**src/rtl/cdb_arbiter.sv**
```systemverilog
// Common-data-bus arbiter: one registered grant per cycle among NUM_FU result channels.
// Define CDB_FIXED_PRIORITY_EN for fixed lowest-index-wins priority instead of round-robin.
module cdb_arbiter #(
  parameter int NUM_FU       = 4,
  parameter int DATA_WIDTH   = 32,
  parameter int ROB_IX_WIDTH = 3
) (
  input  logic                                     clk_in,
  input  logic                                     rst_in,
  input  logic                                     flush_in,
  input  logic [NUM_FU-1:0]                        fu_valid_in,
  input  logic [NUM_FU-1:0][ROB_IX_WIDTH-1:0]      fu_rob_ix_in,
  input  logic [NUM_FU-1:0][DATA_WIDTH-1:0]        fu_value_in,
  input  logic [NUM_FU-1:0][DATA_WIDTH-1:0]        fu_dest_in,
  output logic [NUM_FU-1:0]                        fu_read_out,
  output logic                                     cdb_valid_out,
  output logic [ROB_IX_WIDTH-1:0]                  cdb_rob_ix_out,
  output logic [DATA_WIDTH-1:0]                    cdb_value_out,
  output logic [DATA_WIDTH-1:0]                    cdb_dest_out
);

  localparam int PTR_W = (NUM_FU > 1) ? $clog2(NUM_FU) : 1;

  logic [NUM_FU-1:0] holdoff;
  logic [NUM_FU-1:0] eligible;
  logic [PTR_W-1:0]  scan_ix;
  logic [PTR_W-1:0]  grant_ix;
  logic              grant_found;
  logic [NUM_FU-1:0] grant_onehot;

`ifndef CDB_FIXED_PRIORITY_EN
  logic [PTR_W-1:0]  rr_ptr;
  logic [PTR_W-1:0]  rr_ptr_nxt;
`endif

  // Channel granted last cycle is still asserting valid until its FU sees the read pulse.
  assign eligible = fu_valid_in & ~holdoff;

  always_comb begin
    scan_ix     = '0;
    grant_ix    = '0;
    grant_found = 1'b0;
    for (int k = 0; k < NUM_FU; k++) begin
`ifdef CDB_FIXED_PRIORITY_EN
      scan_ix = PTR_W'(k);
`else
      scan_ix = PTR_W'((int'(rr_ptr) + k) % NUM_FU);
`endif
      if (!grant_found && eligible[scan_ix]) begin
        grant_found = 1'b1;
        grant_ix    = scan_ix;
      end
    end
  end

  assign grant_onehot = {{(NUM_FU-1){1'b0}}, 1'b1} << grant_ix;

`ifndef CDB_FIXED_PRIORITY_EN
  assign rr_ptr_nxt = (grant_ix == PTR_W'(NUM_FU - 1)) ? '0 : grant_ix + 1'b1;

  always_ff @(posedge clk_in) begin
    if (rst_in) begin
      rr_ptr <= '0;
    end else if (!flush_in && grant_found) begin
      rr_ptr <= rr_ptr_nxt;
    end
  end
`endif

  always_ff @(posedge clk_in) begin
    if (rst_in) begin
      cdb_valid_out  <= 1'b0;
      cdb_rob_ix_out <= '0;
      cdb_value_out  <= '0;
      cdb_dest_out   <= '0;
      fu_read_out    <= '0;
      holdoff        <= '0;
    end else if (flush_in || !grant_found) begin
      // Data outputs keep their last value; only the qualifiers drop.
      cdb_valid_out <= 1'b0;
      fu_read_out   <= '0;
      holdoff       <= '0;
    end else begin
      cdb_valid_out  <= 1'b1;
      cdb_rob_ix_out <= fu_rob_ix_in[grant_ix];
      cdb_value_out  <= fu_value_in[grant_ix];
      cdb_dest_out   <= fu_dest_in[grant_ix];
      fu_read_out    <= grant_onehot;
      holdoff        <= grant_onehot;
    end
  end

endmodule
```
**config.mk**
```make
export PLATFORM = sky130hd
export DESIGN_NAME = cdb_arbiter
export DESIGN_NICKNAME = d
export VERILOG_FILES = /design/src/rtl/cdb_arbiter.sv
export SDC_FILE = /design/constraint.sdc
export NUM_CORES = 1
export LEC_CHECK = 0
export CORE_AREA = 4 4 133 135
export DETAILED_ROUTE_END_ITERATION = 8
export DIE_AREA = 0 0 137 139
export PLACE_DENSITY = 0.67
export SKIP_CTS_REPAIR_TIMING = 1
export SLEW_MARGIN = 0
export SYNTH_ARGS = -nofsm -noshare
export SYNTH_HDL_FRONTEND = slang
export SYNTH_SLANG_ARGS = --single-unit
```
**constraint.sdc**
```tcl
create_clock -name clk_in -period 2.5 [get_ports clk_in]
set_clock_uncertainty 0.2 [all_clocks]
set_input_delay 0.625 -clock clk_in [delete_from_list [all_inputs] [get_ports clk_in]]
set_output_delay 0.625 -clock clk_in [all_outputs]
set_load 0.03 [all_outputs]
```
Yosys cells after proc, flatten, opt, wreduce, memory -nomap -nowiden
Index checks and enable logic that the tools add are counted.
{ "op_classes": {"addsub": 4, "order_cmp": 5, "n_eq_ne": 1, "shifts": 1, "mux": 24, "bitwise": 2, "reduce_logical": 11} }
{ "op_table": {"columns": ["cell", "count"], "rows": [
  ["$bmux 32 s2", 2],
  ["$mux 32", 2],
  ["$lt 2x3->1 const B", 5],
  ["$mux 2", 5],
  ["$mux 1", 9],
  ["$bmux 1 s2", 4],
  ["$bmux 3 s2", 1],
  ["$logic_not 1->1", 5],
  ["$add 2x1->2 const B", 2],
  ["$add 2x2->2 const B", 2],
  ["$and 4x4->4", 1],
  ["$logic_and 1x1->1", 4],
  ["$not 4->4", 1],
  ["$shl 1x2->4 const A", 1],
  ["$mux 3", 1],
  ["$eq 2x2->1 const B", 1],
  ["$reduce_or 2->1", 1],
  ["$logic_or 1x1->1", 1]
]} }
{ "totals": {"register_bits": 74, "input_bits": 275, "output_inout_bits": 72} }

Longest topological paths before layout
Gate-level depths: netlist of the first run.
{ "depth": {"depth_word": 17, "ltp_mapped": 8, "mapped_depth_nobuf": 6} }

Least setup slack after synthesis of the first run
Ideal clock, no wire load.
{ "synth_path": {"kind": "in2reg", "from": "in fu_valid_in[3]", "to": "reg cdb_value_out[14]", "arrival_time_ns": 1.923, "slack_ns": 0.248, "path_stages": 8, "cell_sequence": "nor2b_4 -> a21oi_1 -> o32a_1 -> buf_2 -> buf_6 -> buf_2 -> mux2i_1 -> o221ai_2"} }
{ "synth_between": {"elab_chain_cells": 15} }
{ "synth_rtl": {"columns": ["element", "line", "rtl"], "rows": [
  ["start: declaration", "11", "input logic [NUM_FU-1:0] fu_valid_in,"],
  ["$and 4x4->4 (*)", "37", "assign eligible = fu_valid_in & ~holdoff;"],
  ["$bmux 1 s2", "49", "if (!grant_found && eligible[scan_ix]) begin"],
  ["$mux 1 (implied by the code)", "49", null],
  ["$mux 1", "49", null],
  ["$logic_not 1->1", "49", null],
  ["$logic_and 1x1->1", "49", null],
  ["$mux 1", "49", null],
  ["$logic_not 1->1", "49", null],
  ["$logic_and 1x1->1", "49", null],
  ["$mux 1", "49", null],
  ["$logic_not 1->1", "49", null],
  ["$logic_and 1x1->1", "49", null],
  ["$mux 2 or $mux 1 (tied branches)", "49", null],
  ["$bmux 32 s2 or $logic_not 1->1 (tied branches)", "86, 78", null],
  ["$mux 32 (implied by the code) or $logic_or 1x1->1 (tied branches)", "86, 78", null],
  ["end signal: assignment", "86", "cdb_value_out <= fu_value_in[grant_ix];"],
  ["end: declaration", "18", "output logic [DATA_WIDTH-1:0] cdb_value_out,"]
]} }
Every way passes the cells marked *; elsewhere a longest branch is shown, timed or not. The select of a mux whose other input is x is not followed.
A chain may end at the register's enable or synchronous reset.

Final worst setup path of the first run
{ "layout_path": {"from": "in fu_valid_in[1]", "to": "reg cdb_value_out[17]"} }
Same word-level chain as after synthesis.

==> results.cfg, run 1 <==
[run_status]
outcome = complete, no violations

[sta]
setup_viol_count_final = 0
max_freq_mhz = 408
report.final.slew_viol_count = 0
final-hold-violation-count = 0
slew_headroom = 0.737
fin_crit_sh = 0.979
tightestPinTransition_ns = 0.393
setup_slack_ns = 0.0516
tns_ns = 0
rsz0062_at_grt = true
min_period_ns = 2.45
hold_slack_ns = 0.264

[yosys]
synth_common_cells = 136 x mux2i_1, 74 x dfxtp_1, 68 x nand2_1, 37 x o221ai_1, 30 x o221ai_2
yosys_warnings = 0
synthDistinctLibCells = 28
syn_area_sq_mm = 0.00433
synth_area_leaders = dfxtp_1 34%, mux2i_1 31%, o221ai_2 10%
synth_area_per_cell_sq_um = 10.5
synth_edf_count = 0
synth_top_cell_area_share = 0.342
ys_ff_latch = 74
synth_ff_type = dfxtp_1
postSynthCellCount = 411
syn_nets = 686
ys_seq_area_frac = 0.342
synth-async-reset-ratio = 0
synth_most_common_cell = mux2i_1
synth_largest_area_cell = dfxtp_1

[finish]
nets = 1048
final_core_util = 0.533
fin_area_sq_mm = 0.00878
area_delta_synth_final_pct = 103
drive_gt1_frac = 0.143
stdcell_count = 998
n_antenna_cell = 0

[power]
p_leak_nw = 3.66
p_clk_frac = 0.256
net-switching-power_mw = 1.89
internal_power_mw = 3.68
finalPower_mw = 5.57
swShare = 0.339
combPwrFrac = 0.479
seqPwrFrac = 0.265
ir_worst_vdd_mv = 0.385
powerDensity_mw_per_mm2 = 635

[clock_network]
max-clock-path-buffers = 2
cts_tree = done
cts_max_level = 3
clkSinkCount = 74
clkLatencyLatePin_ns = 0.33
numCtsBuffers = 9
cts-root-buf = clkbuf_16
clk_pin_slew_ns = 0.06

[setup_path]
cp.depth = 8
slowest_delay_ns = 0.47
cpMaxStageDelayCell = clkdlybuf4s50_1
r2r_cells = 7
cp-end-kind = flip-flop
critPathTopFamily = buffers and inverters
critPathBufInv = 3
crit_arrival_ns = 2.46
critPathLaunchType = input port
cp_data_required_time_ns = 2.51
rr_startpoint = holdoff[0]
critPathKind = in -> reg
path_max_fanout = 18
r2r_end = cdb_value_out[17]
rrSetupSlack_ns = 0.49
cp_cell_sequence = clkdlybuf4s50_1 -> nor2b_4 -> a21oi_2 -> o32a_4 -> buf_6 -> buf_16 -> mux2i_1 -> o221ai_2

[routing]
drtAntennaViolNets = 0
drc = 0
vias_per_cell = 4.81
wire_per_inst_um = 19.6
vias = 4799
drt_wl_total_mm = 19.6
drtIter0Drc = 163
drtPass1Iterations = 5

[grt]
antenna_found_initial = 0
grt_max_degree = 70
grt_pass1_wl_mm = 27.5
grt-ovfl-total = 0
grt_use_total = 0.185
grt_pass1_vias = 5122

[die]
io_pins = 347
rows = 47
initial_core_util = 0.263
core_sq_mm = 0.0165
die_w_um = 137
die_area_sq_mm = 0.0190
die_h_um = 139

[min_path]
hold_start = cdb_dest_out[21]
hp-class = reg -> reg
hold_path_end = cdb_dest_out[21]
whs_path_depth = 2

[placed_design]
dpl_worst_slack_ns = -0.411
port_buffers = 346
placed_area_sq_mm = 0.00825
gp_congestion = 0.781
dp_hpwl_mm = 14.8
dp_cells = 974

[job]
maxCapViolCount = 0
## how the worst max path moves through the flow
stage | startpoint | endpoint | slack [ns]
global placement | fu_valid_in[0] | cdb_dest_out[10] | -0.34
finish | fu_valid_in[1] | cdb_value_out[17] | 0.05
CTS | fu_valid_in[0] | cdb_value_out[17] | -0.06
floorplan | fu_valid_in[3] | cdb_value_out[14] | 0.25
global route | fu_valid_in[1] | cdb_dest_out[22] | -0.006
detailed placement | fu_valid_in[0] | cdb_value_out[17] | -0.41
## cell type report
cell class	instances	area, sq um
Clock buffer	11	243
Clock inverter	5	77.6
Fill cell	1410	7690
Inverter	1	3.75
Sequential cell	74	1480
Multi-Input combinational cell	298	2700
Timing Repair Buffer	389	3990
Tap cell	220	275
## flip-flops by register name, indices dropped and copies added (netlist names)
name / flops
rr_ptr: 2
cdb_rob_ix_out: 3
cdb_valid_out: 1
cdb_value_out: 32
cdb_dest_out: 32
holdoff: 4
## kinds of logic (layout without fill, tap and decap cells)
group                  after synthesis  after routing  synth area share
buffers and inverters               39            406            0.0512
XOR/XNOR                             1              1           0.00202
flip-flops                          74             74             0.342
multiplexers                       136            136             0.314
AO/OA/AOI/OAI                       73             73             0.194
AND/OR/NAND/NOR                     88             88            0.0962
## power by group through the flow
stage	sequential, mW	combinational, mW	clock [mW]
2_1_floorplan	1.84	1.01	0
3_3_place_gp	1.49	2.45	0
3_5_place_dp	1.50	2.49	0
4_1_cts	1.48	2.50	1.46
5_1_grt	1.50	2.82	1.52
6_report	1.48	2.67	1.42
## worst register-to-register path, cell delays in order, from the launching register on
cell and delay (ns):
dfxtp_1 0.36, nand2b_1 0.16, a21oi_1 0.16, o32a_4 0.23, buf_6 0.15, buf_16 0.19, mux2i_1 0.31, o221ai_2 0.12
## metal layers
| layer | track usage | vias to the layer above | part of all wire |
|---|---|---|---|
| li1 | - | 2302 | - |
| met1 | 0.202 | 2245 | 0.38 |
| met2 | 0.332 | 224 | 0.51 |
| met3 | 0.0555 | 28 | 0.090 |
| met4 | 0.0678 | 0 | 0.021 |
| met5 | 0 | - | 0 |
## layout by cell type, fill, tap and decap left out, types with 2 or more instances in the layout
| cell type | instances |
|---|---|
| o221ai_1 | 37 |
| dfxtp_1 | 74 |
| mux2i_1 | 128 |
| clkinv_2 | 2 |
| o221ai_2 | 30 |
| mux2i_2 | 7 |
| clkdlybuf4s50_1 | 346 |
| nand2_1 | 68 |
| buf_4 | 25 |
| buf_12 | 9 |
| nor2_1 | 6 |
| nor2b_4 | 3 |
| bufinv_16 | 2 |
| buf_6 | 4 |
| clkbuf_16 | 12 |
Power figures use the tool's default switching activity.
==> run 2, diff against run 1 <==
- ABC_AREA: default -> 0
==> results of run 2 <==
No change in the layout: final DEF, timing and power equal those of run 1.
